<file path="src/rtl/regfile_sb.sv">
// regfile_sb: multi-port register file with write-through bypass and load scoreboard
//   clk, rst           : clock, asynchronous active-high reset
//   rad_a/rad_b        : read addresses -> rd_a/rd_b data, busy_a/busy_b pending-load flags
//   we/wad/wd          : ALU write port (wins over the load port on the same address)
//   lwe/lwad/lwd       : load writeback port, also clears the scoreboard entry
//   claim/claim_ad     : marks a register as waiting on an issued load
//   wcol               : registered pulse, both write ports hit one address last cycle
//   err                : sticky protocol error flag
module regfile_sb #(
    parameter int WIDTH    = 16,
    parameter int DEPTH    = 4,
    parameter int AW       = $clog2(DEPTH),
    parameter int ZERO_REG = 0
) (
    input  logic             clk,
    input  logic             rst,
    input  logic [AW-1:0]    rad_a,
    input  logic [AW-1:0]    rad_b,
    output logic [WIDTH-1:0] rd_a,
    output logic [WIDTH-1:0] rd_b,
    output logic             busy_a,
    output logic             busy_b,
    input  logic             we,
    input  logic [AW-1:0]    wad,
    input  logic [WIDTH-1:0] wd,
    input  logic             lwe,
    input  logic [AW-1:0]    lwad,
    input  logic [WIDTH-1:0] lwd,
    input  logic             claim,
    input  logic [AW-1:0]    claim_ad,
    output logic             wcol,
    output logic             err
);
    logic [WIDTH-1:0] mem [DEPTH];
    logic [DEPTH-1:0] pending;
    logic             we_e, lwe_e, claim_e, err_n;
    // Gating with rst keeps the bypass path quiet while reset is held; gating
    // address 0 keeps register 0 at its reset value, so reads of it return 0.
    assign we_e    = we && !rst && !(ZERO_REG != 0 && wad == '0);
    assign lwe_e   = lwe && !rst && !(ZERO_REG != 0 && lwad == '0);
    assign claim_e = claim && !rst && !(ZERO_REG != 0 && claim_ad == '0);
    assign rd_a = (we_e && wad == rad_a) ? wd : (lwe_e && lwad == rad_a) ? lwd : mem[rad_a];
    assign rd_b = (we_e && wad == rad_b) ? wd : (lwe_e && lwad == rad_b) ? lwd : mem[rad_b];
    // A load returning this cycle already supplies its data through the bypass.
    assign busy_a = pending[rad_a] && !(lwe_e && lwad == rad_a);
    assign busy_b = pending[rad_b] && !(lwe_e && lwad == rad_b);
    assign err_n = (lwe_e && !pending[lwad])
                || (claim_e && pending[claim_ad] && !(lwe_e && lwad == claim_ad))
                || (we_e && pending[wad]);
    always_ff @(posedge clk or posedge rst) begin
        if (rst) begin
            for (int i = 0; i < DEPTH; i++) mem[i] <= '0;
            pending <= '0;
            wcol    <= 1'b0;
            err     <= 1'b0;
        end else begin
            // Later assignments win: ALU data over load data, claim over clear.
            if (lwe_e) mem[lwad] <= lwd;
            if (we_e) mem[wad] <= wd;
            if (lwe_e) pending[lwad] <= 1'b0;
            if (claim_e) pending[claim_ad] <= 1'b1;
            wcol <= we_e && lwe_e && wad == lwad;
            err  <= err || err_n;
        end
    end
endmodule

</file>
<file path="config.mk">
export PLATFORM = sky130hd
export DESIGN_NAME = regfile_sb
export DESIGN_NICKNAME = d
export VERILOG_FILES = /design/src/rtl/regfile_sb.sv
export SDC_FILE = /design/constraint.sdc
export NUM_CORES = 1
export LEC_CHECK = 0
export ABC_AREA = 1
export CAP_MARGIN = 30
export CORE_ASPECT_RATIO = 0.75
export CORE_UTILIZATION = 50
export CTS_CLUSTER_DIAMETER = 150
export DETAILED_ROUTE_END_ITERATION = 8
export GPL_TIMING_DRIVEN = 0
export PLACE_DENSITY = 0.76
export RECOVER_POWER = 50
export SLEW_MARGIN = 15
export SYNTH_ARGS = -nofsm -noshare
export SYNTH_HDL_FRONTEND = slang
export SYNTH_SLANG_ARGS = --single-unit
export TNS_END_PERCENT = 20
</file>
<file path="constraint.sdc">
create_clock -name clk -period 4.35 [get_ports clk]
set_input_delay 1.305 -clock clk [delete_from_list [all_inputs] [get_ports clk]]
set_output_delay 1.305 -clock clk [all_outputs]
set_load 0.005 [all_outputs]
</file>
# Word-level counts from Yosys, hierarchy flattened
# Cells that the tools add are included.
dict set report word_totals {
  reg_bits 70
  out_inout_bits 36
  elab_cells 95
}
dict set report classes {
  order_cmp 13
  eq_ne 6
  mux 34
  n_bitwise 7
  n_reduce_logical 28
}
# cell n
set op_table {}
lappend op_table {{16-bit 2-to-1 mux} 10}
lappend op_table {{64-bit bitwise mux} 2}
lappend op_table {{64-bit 2-to-1 mux} 2}
lappend op_table {{16-bit binary-select mux with 2-bit select} 2}
lappend op_table {{16-bit demux with 2-bit select} 2}
lappend op_table {{1-bit logical AND} 20}
lappend op_table {{2-bit by 3-bit < comparator with 1-bit output, second input constant} 5}
lappend op_table {{2-bit equality test} 6}
lappend op_table {{3-bit greater-or-equal comparator, second input constant} 4}
lappend op_table {{2-bit NOT with 3-bit output} 4}
lappend op_table {{1-bit binary-select mux with 2-bit select} 5}
lappend op_table {{4-bit 2-to-1 mux} 2}
lappend op_table {{1-bit 2-to-1 mux} 7}
lappend op_table {{3-bit by 1-bit < comparator with 1-bit output, second input constant} 2}
lappend op_table {{1-bit zero test} 5}
lappend op_table {{4-bit bitwise AND} 1}
lappend op_table {{1-bit demux with 2-bit select} 2}
lappend op_table {{2-bit by 1-bit greater-or-equal comparator with 1-bit output, second input constant} 2}
lappend op_table {{4-bit NOT} 1}
lappend op_table {{4-bit OR} 1}
lappend op_table {{1-bit logical OR} 3}

# Depth between registers and ports, before layout
dict set report depth {
  depth_word 9
  mapped_depth 10
  depth_no_buf 8
}

# Worst setup path after synthesis
# OpenSTA, ideal clock, no wires.
dict set report synth_timing {
  kind {input-to-output}
  startpoint {input rst}
  endpoint {output rd_b[10]}
  arrival_time_ns 3.064
  required_time_ns 3.045
  path_slack_ns -0.019
  cell_stages 8
  n_path_buf 1
  cell_sequence {inv_2 nand2_4 nor2_8 nand3_4 buf_6 nand2_1 nand3_1 nand2_1}
}
dict set report synth_between {
  elab_chain_cells 5
  word_cells_on_any_way 7
}
# element line_no
set synth_lines {}
lappend synth_lines {{start, declared} 16} ;# input logic rst,
lappend synth_lines {{1-bit zero test (no line) (*)} n/a}
lappend synth_lines {{1-bit logical AND} 40} ;# assign lwe_e = lwe && !rst && !(ZERO_REG != 0 && lwad == '0);
lappend synth_lines {{1-bit logical AND} 43} ;# assign rd_b = (we_e && wad == rad_b) ? wd : (lwe_e && lwad == rad_b) ? lwd : mem[rad_b];
lappend synth_lines {{16-bit 2-to-1 mux} 43}
lappend synth_lines {{16-bit 2-to-1 mux (*)} 43}
lappend synth_lines {{end, declared} 20} ;# output logic [WIDTH-1:0] rd_b,
# Mark *: on every way between the ends. The rest lies on a longest branch, timed or not.

# Worst setup path in the final report
dict set report layout_timing {
  startpoint {input rad_b[1]}
  endpoint {output busy_b}
}
dict set report layout_between {
  elab_chain_cells 4
  word_cells_on_any_way 6
}
# element line_no
set layout_lines {}
lappend layout_lines {{start, declared} 18} ;# input logic [AW-1:0] rad_b,
lappend layout_lines {{2-bit equality test} 46} ;# assign busy_b = pending[rad_b] && !(lwe_e && lwad == rad_b);
lappend layout_lines {{1-bit logical AND} 46}
lappend layout_lines {{1-bit zero test} 46}
lappend layout_lines {{1-bit logical AND (*)} 46}
lappend layout_lines {{end, declared} 22} ;# output logic busy_b,
# Mark *: on every way between the ends. The rest lies on a longest branch, timed or not. The select of a mux whose other input is x is not followed.

==> results_dict.tcl <==
set metrics [dict create \
    status "finished with violations" \
    violated_checks "DRC" \
    cts.reportedPaths.clkPinSlew_ns 0.06 \
    n_fill_cell 1022 \
    die-area_sq_mm 0.0118 \
    fmaxAchievable_mhz 231 \
    core_area_sq_mm 0.0110 \
    final_net_count 1056 \
    drt_first_iter_violations 1146 \
    vdd.ir_drop.worst_uv 345 \
    grt_pass1_wl_um 37300 \
    dr_total_vias 7150 \
    period_needed_ns 4.33 \
    worst_skew_pair.late_latency_ns 0.34 \
    grt_remaining_overflow 0 \
    startpoint_to_endpoint_class_of_the_critical_path "in2out" \
    worst_clock_skew_ns 0.00242 \
    largest_net_degree_at_the_start_of_global_routing 37 \
    yosysWarningCount 0 \
    asyncSetResetFlopFracSynth_pct 100 \
    die_height_um 94.5 \
    clock-root-buffer "clkbuf_16" \
    drt-wirelength-per-cell_um 21.1 \
    detail_route.first_pass.iterations 9 \
    globalplace.congestion 0.999 \
    synth_top_cell_area_share_pct 30.7 \
    totalWireLength_um 24300 \
    top_cells_by_area_synth "dfrtp_1, nand2_1, nand3_1" \
    cts-htree-levels 3 \
    cts.hold.buffers_added 0 \
    area_delta_synth_final_pct 27.1 \
    fp.dieW_um 125 \
    initial_utilization_pct 51.8 \
    clk_path_buf_depth 2 \
    initial_antenna_violation_count 0 \
    ant_nets 0 \
    most_common_cell_after_layout_fill_and_taps_aside "nand2_1" \
    syn_nets 948 \
    critical_path.startpoint_type "primary input" \
    post-place-ws_ns -1.13 \
    global_route.usage.total_pct 42.8 \
    setup.worst_path.end_class "output pin" \
    rows 33 \
    min-delay-path-class "reg2reg" \
    yosysSeqAreaShare_pct 30.7 \
    avgViaCountPerCell 6.20 \
    worst_slew_margin_rel_pct 53.6 \
    synth_top_flop_cell "dfrtp_1" \
    final_max_slew_viol_count 0 \
    timing.max_cap.violations 0 \
    grt_setup_unrepaired "yes" \
    power_density_mw_per_mm2 354 \
    layout.cell_area.non_filler_sq_mm 0.00725 \
    layout_common_cells "nand2_1, nand3_1, nor2_1, dfrtp_1, clkdlybuf4s50_1" \
    hold_slack_ns 0.485 \
    synth_area_per_cell_sq_um 6.33 \
    synth_edf_count 0 \
    post-route-drc-count 7 \
    via_count_of_the_first_global_routing_pass 6538 \
    dp_hpwl_um 16400 \
    postPlaceCellArea_sq_mm 0.00663 \
    synthDistinctLibCells 29 \
    finalHoldViolations 0 \
    slowest_stage "clkdlybuf4s50_1" \
    arrival_time_of_the_worst_setup_path_ns 3.03 \
    p_leak_uw 0.00358 \
    report.power.total_uw 2570 \
    crit_path_max_fanout 10 \
    syn_area_sq_mm 0.00571 \
    antennaDiodeCount 0 \
    crit_chain "buf_4 > inv_4 > nand2_1 > nand2_4 > nand3_4 > buf_8 > buf_4 > nand2_1 > a21oi_2 > clkdlybuf4s50_1" \
    postSynthCellCount 901 \
    max_slew.worst_pin.slew_ns 0.696 \
    cts_tree "done" \
    ratio_of_cells_with_drive_above_1_in_the_final_layout_pct 13.9 \
    number_of_buffers_inserted_during_clock_tree_synthesis 9 \
    postSynthRegisterBits 70 \
    io_pins 83 \
    finalWorstSetupSlack_ns 0.0179 \
    max_stage_delay_on_crit_path_ns 0.53 \
    cts.sinks 70 \
    cp.required_ns 3.04 \
    report.final.setup_viol 0 \
    synth_area_leader_cell "dfrtp_1" \
    timing.final.crit_share_pct 99.6 \
    io_buffers 75 \
]
## area by class of cell
cell class	instances	area, sq um	share of cell area [%]
Buffer	61	409	5.64
Clock buffer	11	253	3.49
Clock inverter	5	57.6	0.794
Inverter	37	196	2.71
Multi-Input combinational cell	733	3460	47.7
Sequential cell	70	1750	24.2
Tap cell	140	175	2.42
Timing Repair Buffer	95	932	12.9
Timing Repair inverter	2	17.5	0.242
## cells in the mapped netlist, types with 2 or more instances
master / number
nand2_2: 7
nand3_4: 3
o21ai_0: 6
a31oi_1: 64
dfrtp_1: 70
a21oi_1: 5
nor2_8: 3
xor2_1: 2
inv_2: 8
nand4_1: 33
nand2_4: 4
clkbuf_1: 6
nand2_1: 365
nor2_2: 2
buf_2: 37
nand3_1: 156
buf_6: 10
xnor2_1: 2
nor2_1: 72
inv_4: 5
o21ai_1: 2
nor2_4: 4
buf_4: 8
inv_1: 22
## worst max-delay path, delay by kind of cell
kind / cells / cell delay [ns]
compound gates: 1 / 0.15
buf+inv: 5 / 1.10
simple gates: 4 / 0.45
## sequential cells by signal, summed over array words and instances, names as in the netlist
| signal | count |
|---|---|
| err | 1 |
| pending | 4 |
| mem | 64 |
| wcol | 1 |
## per-stage QoR
stage          setup TNS [ns]  utilization, %  cells
2_1_floorplan               0               -    901
3_3_place_gp           -35.11            60.2   1116
3_5_place_dp           -35.46            60.2   1116
4_1_cts                -0.461            65.2   1151
5_1_grt             -0.000975            65.8   1154
6_report                    0            65.8   1154
## cells by family after synthesis
family	count (synthesis)	synth area share [%]
buffers and inverters	98	9.43
and+or+nand+nor	650	50.7
AOI/OAI and AO/OA	78	8.27
DFF	70	30.7
xor gates and xnor gates	5	0.899
## path summary, 6_finish.rpt
kind / end / cells after the start / slack (ns) / startpoint
hold reg to reg: err / 2 / 0.49 / err
hold / removal: err / 2 / 0.49 / err
setup reg to reg: err / 5 / 3.26 / pending[3]
min in group asynchronous: mem[61] / 2 / 0.94 / rst
max in group asynchronous: mem[22] / 3 / 2.91 / rst
setup / recovery: busy_b / 10 / 0.02 / rad_b[1]
## per-layer routing
layer	up-vias	track usage [%]	routed length [um]
met5	-	0	0
met4	0	17.0	977
met3	114	18.1	4300
met2	606	58.7	9380
met1	3204	58.9	9660
li1	3226	-	-
## repair_timing
item,in CTS,in global routing
gates resized for setup,33,17
pin swaps,5,4
setup buffers,16,3
cloned,3,0
setup endpoints to repair,34,29
## power breakdown
| group | switching [uW] | internal (uW) | total (uW) | leakage (uW) |
|---|---|---|---|---|
| Sequential | 130 | 789 | 920 | 0.000820 |
| Combinational | 494 | 379 | 873 | 0.00260 |
| Clock | 300 | 475 | 775 | 0.000155 |
| Total | 924 | 1640 | 2570 | 0.00358 |
Note: power is estimated with default switching activity, not from simulation.
==> RTL change: new RTL, same settings <==
Reset style: synchronous (`rst`), changed in one clocked block. Comments in the files are not updated.
--- a/src/rtl/regfile_sb.sv
+++ b/src/rtl/regfile_sb.sv
@@ -47,7 +47,7 @@
     assign err_n = (lwe_e && !pending[lwad])
                 || (claim_e && pending[claim_ad] && !(lwe_e && lwad == claim_ad))
                 || (we_e && pending[wad]);
-    always_ff @(posedge clk or posedge rst) begin
+    always_ff @(posedge clk) begin
         if (rst) begin
             for (int i = 0; i < DEPTH; i++) mem[i] <= '0;
             pending <= '0;
Function: differs if rst is asserted again (counterexample within 4 cycles, from zero or initial values and one cycle with rst high); with rst held inactive, the same outputs for 4 cycles.
==> RTL change against the unedited design <==
The flow finishes with violations (negative setup slack). Synthesized cell count fell by 22%. Area after synthesis fell by 9.1%. Sequential cell count did not move. Cell area fell by 7.3%. Wire length fell by 18%. Worst setup slack got worse by 0.043 ns. Critical path depth did not move. Power fell by 17%. Largest cell class unchanged.
==> RTL change: results (changes against the unedited design) <==
{| class="wikitable"
! Metric !! Value
|-
| Run status || finished with violations
|-
| Failing checks || negative setup slack
|-
| Relative slew margins || 38.0% (-16 points)
|-
| Commonest register cell after synthesis || edfxtp_1
|-
| Least setup slack across all paths after layout || -0.0249 ns (-0.0428 ns)
|-
| Count of final setup violators || 3 (+3)
|-
| Wire length of the first global-routing pass || 30300 um (-19%)
|-
| EDFF count, synth || 64 (+64)
|-
| Mean number of vias per cell || 6.30 (+1.6%)
|-
| Crit Reg-Reg Endpoint || err
|-
| Worst hold path endpoint || pending[0]
|-
| Detail Placement HPWL || 13100 um (-20%)
|-
| XOR/XNOR share of the synthesized area || 1.18% (+0.28 points)
|-
| Delay of the slowest cell on the worst path || 0.50 ns (-0.03 ns)
|-
| Crit-path max FO || 6 (-4)
|-
| Most used standard cells in the synthesized netlist || 287 x nand2_1, 90 x nand3_1, 64 x edfxtp_1, 48 x inv_1, 48 x o22ai_1
|-
| Depth of the worst hold-timing path || 1 (-1)
|-
| Total GRT Usage || 37.6% (-5.2 points)
|-
| Min-delay src || pending[0]
|-
| Net count of the mapped netlist || 746 (-21%)
|-
| Ys async rst share || 0% (-100 points)
|-
| Synth Area in Compound Gates || 15.2% (+6.9 points)
|-
| R2r worst-path depth || 8 (+3)
|-
| Final net count || 854 (-19%)
|-
| Largest cells by area after synthesis || edfxtp_1 37%, nand2_1 21%, nand3_1 8.7%, o22ai_1 5.8%, inv_1 3.5%
|-
| Maximum resistive drop on vdd || 0.234 mV (-32%)
|-
| Cell count after synthesis || 699 (-22%)
|-
| Leakage power summed over all cells || 3.03 nW (-15%)
|-
| Distinct cell type count of the synthesized netlist || 30 (+3.4%)
|-
| Number of standard cells in the final layout excluding fillers || 944 (-18%)
|-
| Count of filler cells inserted in the layout || 797 (-22%)
|-
| Starting DRC count in detailed routing || 1031 (-10%)
|}
RTL change: cell families (layout without fill, tap and decap cells):
group / Yosys count / count (layout)
AO/OA/AOI/OAI: 116 / 116
XOR/XNOR: 7 / 7
buffers and inverters: 102 / 215
flip-flops: 70 / 70
AND/OR/NAND/NOR: 404 / 404
RTL change: metrics by stage:
step                      cell area [um2]  TNS (ns)  hold WS, ns  power [mW]
after floorplan                      5190         0        0.488        1.12
after global placement               6120    -11.24        0.550        1.35
after detailed placement             6140    -12.53        0.572        1.37
after CTS                            6710   -0.0226        0.585        2.10
after global routing                 6720    -0.432        0.604        2.19
final                                6720   -0.0389        0.583        2.12
RTL change: routing by layer:
layer,GRT usage (%),wire (um),up-vias
met5,0,0,-
met4,18.5,910,0
met3,10.7,3000,108
met2,55.6,8690,535
met1,50.3,7440,2696
li1,-,-,2606
RTL change: where the power goes:
group	leakage, nW	total, mW	internal, mW	switching [mW]
clock	0.143	0.716	0.440	0.276
combinational	2.20	0.570	0.253	0.317
sequential	0.681	0.836	0.802	0.0336
total	3.03	2.12	1.50	0.626
RTL change: cell type report:
| cell class | instances | share of cell area, % |
|---|---|---|
| clock buffer | 11 | 3.46 |
| inverter | 56 | 3.54 |
| clock inverter | 5 | 0.745 |
| timing repair buffer | 97 | 15.0 |
| sequential | 70 | 30.4 |
| multi-input combinational | 527 | 39.0 |
| tap | 132 | 2.46 |
| buffer | 46 | 5.42 |
RTL change: worst reg2reg max path, stage by stage (launching register included):
cell and delay (ns):
dfxtp_1 0.40, inv_1 0.10, o21ai_0 0.19, nand2_1 0.08, nand2_1 0.07, inv_1 0.04, nor2_1 0.09, nor2_1 0.06
nor2_1 0.08
RTL change: how the worst max path moves through the flow:
stage	slack [ns]	depth (start not counted)	start	endpoint
2_1_floorplan	0.89	6	wad[0]	rd_a[10]
3_3_place_gp	-0.43	10	rad_b[0]	rd_b[5]
3_5_place_dp	-0.49	10	rad_b[0]	rd_b[10]
4_1_cts	-0.02	10	rad_b[0]	rd_b[10]
5_1_grt	-0.08	11	rst	rd_b[14]
6_report	-0.02	10	rst	rd_b[0]
RTL change: timing repair:
item	in CTS	in global routing
setup buffers	14	0
hold endpoints to repair	0	0
endpoints found under the setup margin	34	30
resized for setup	38	23
cloned	2	1
pin swaps	2	2
hold buffers	0	0
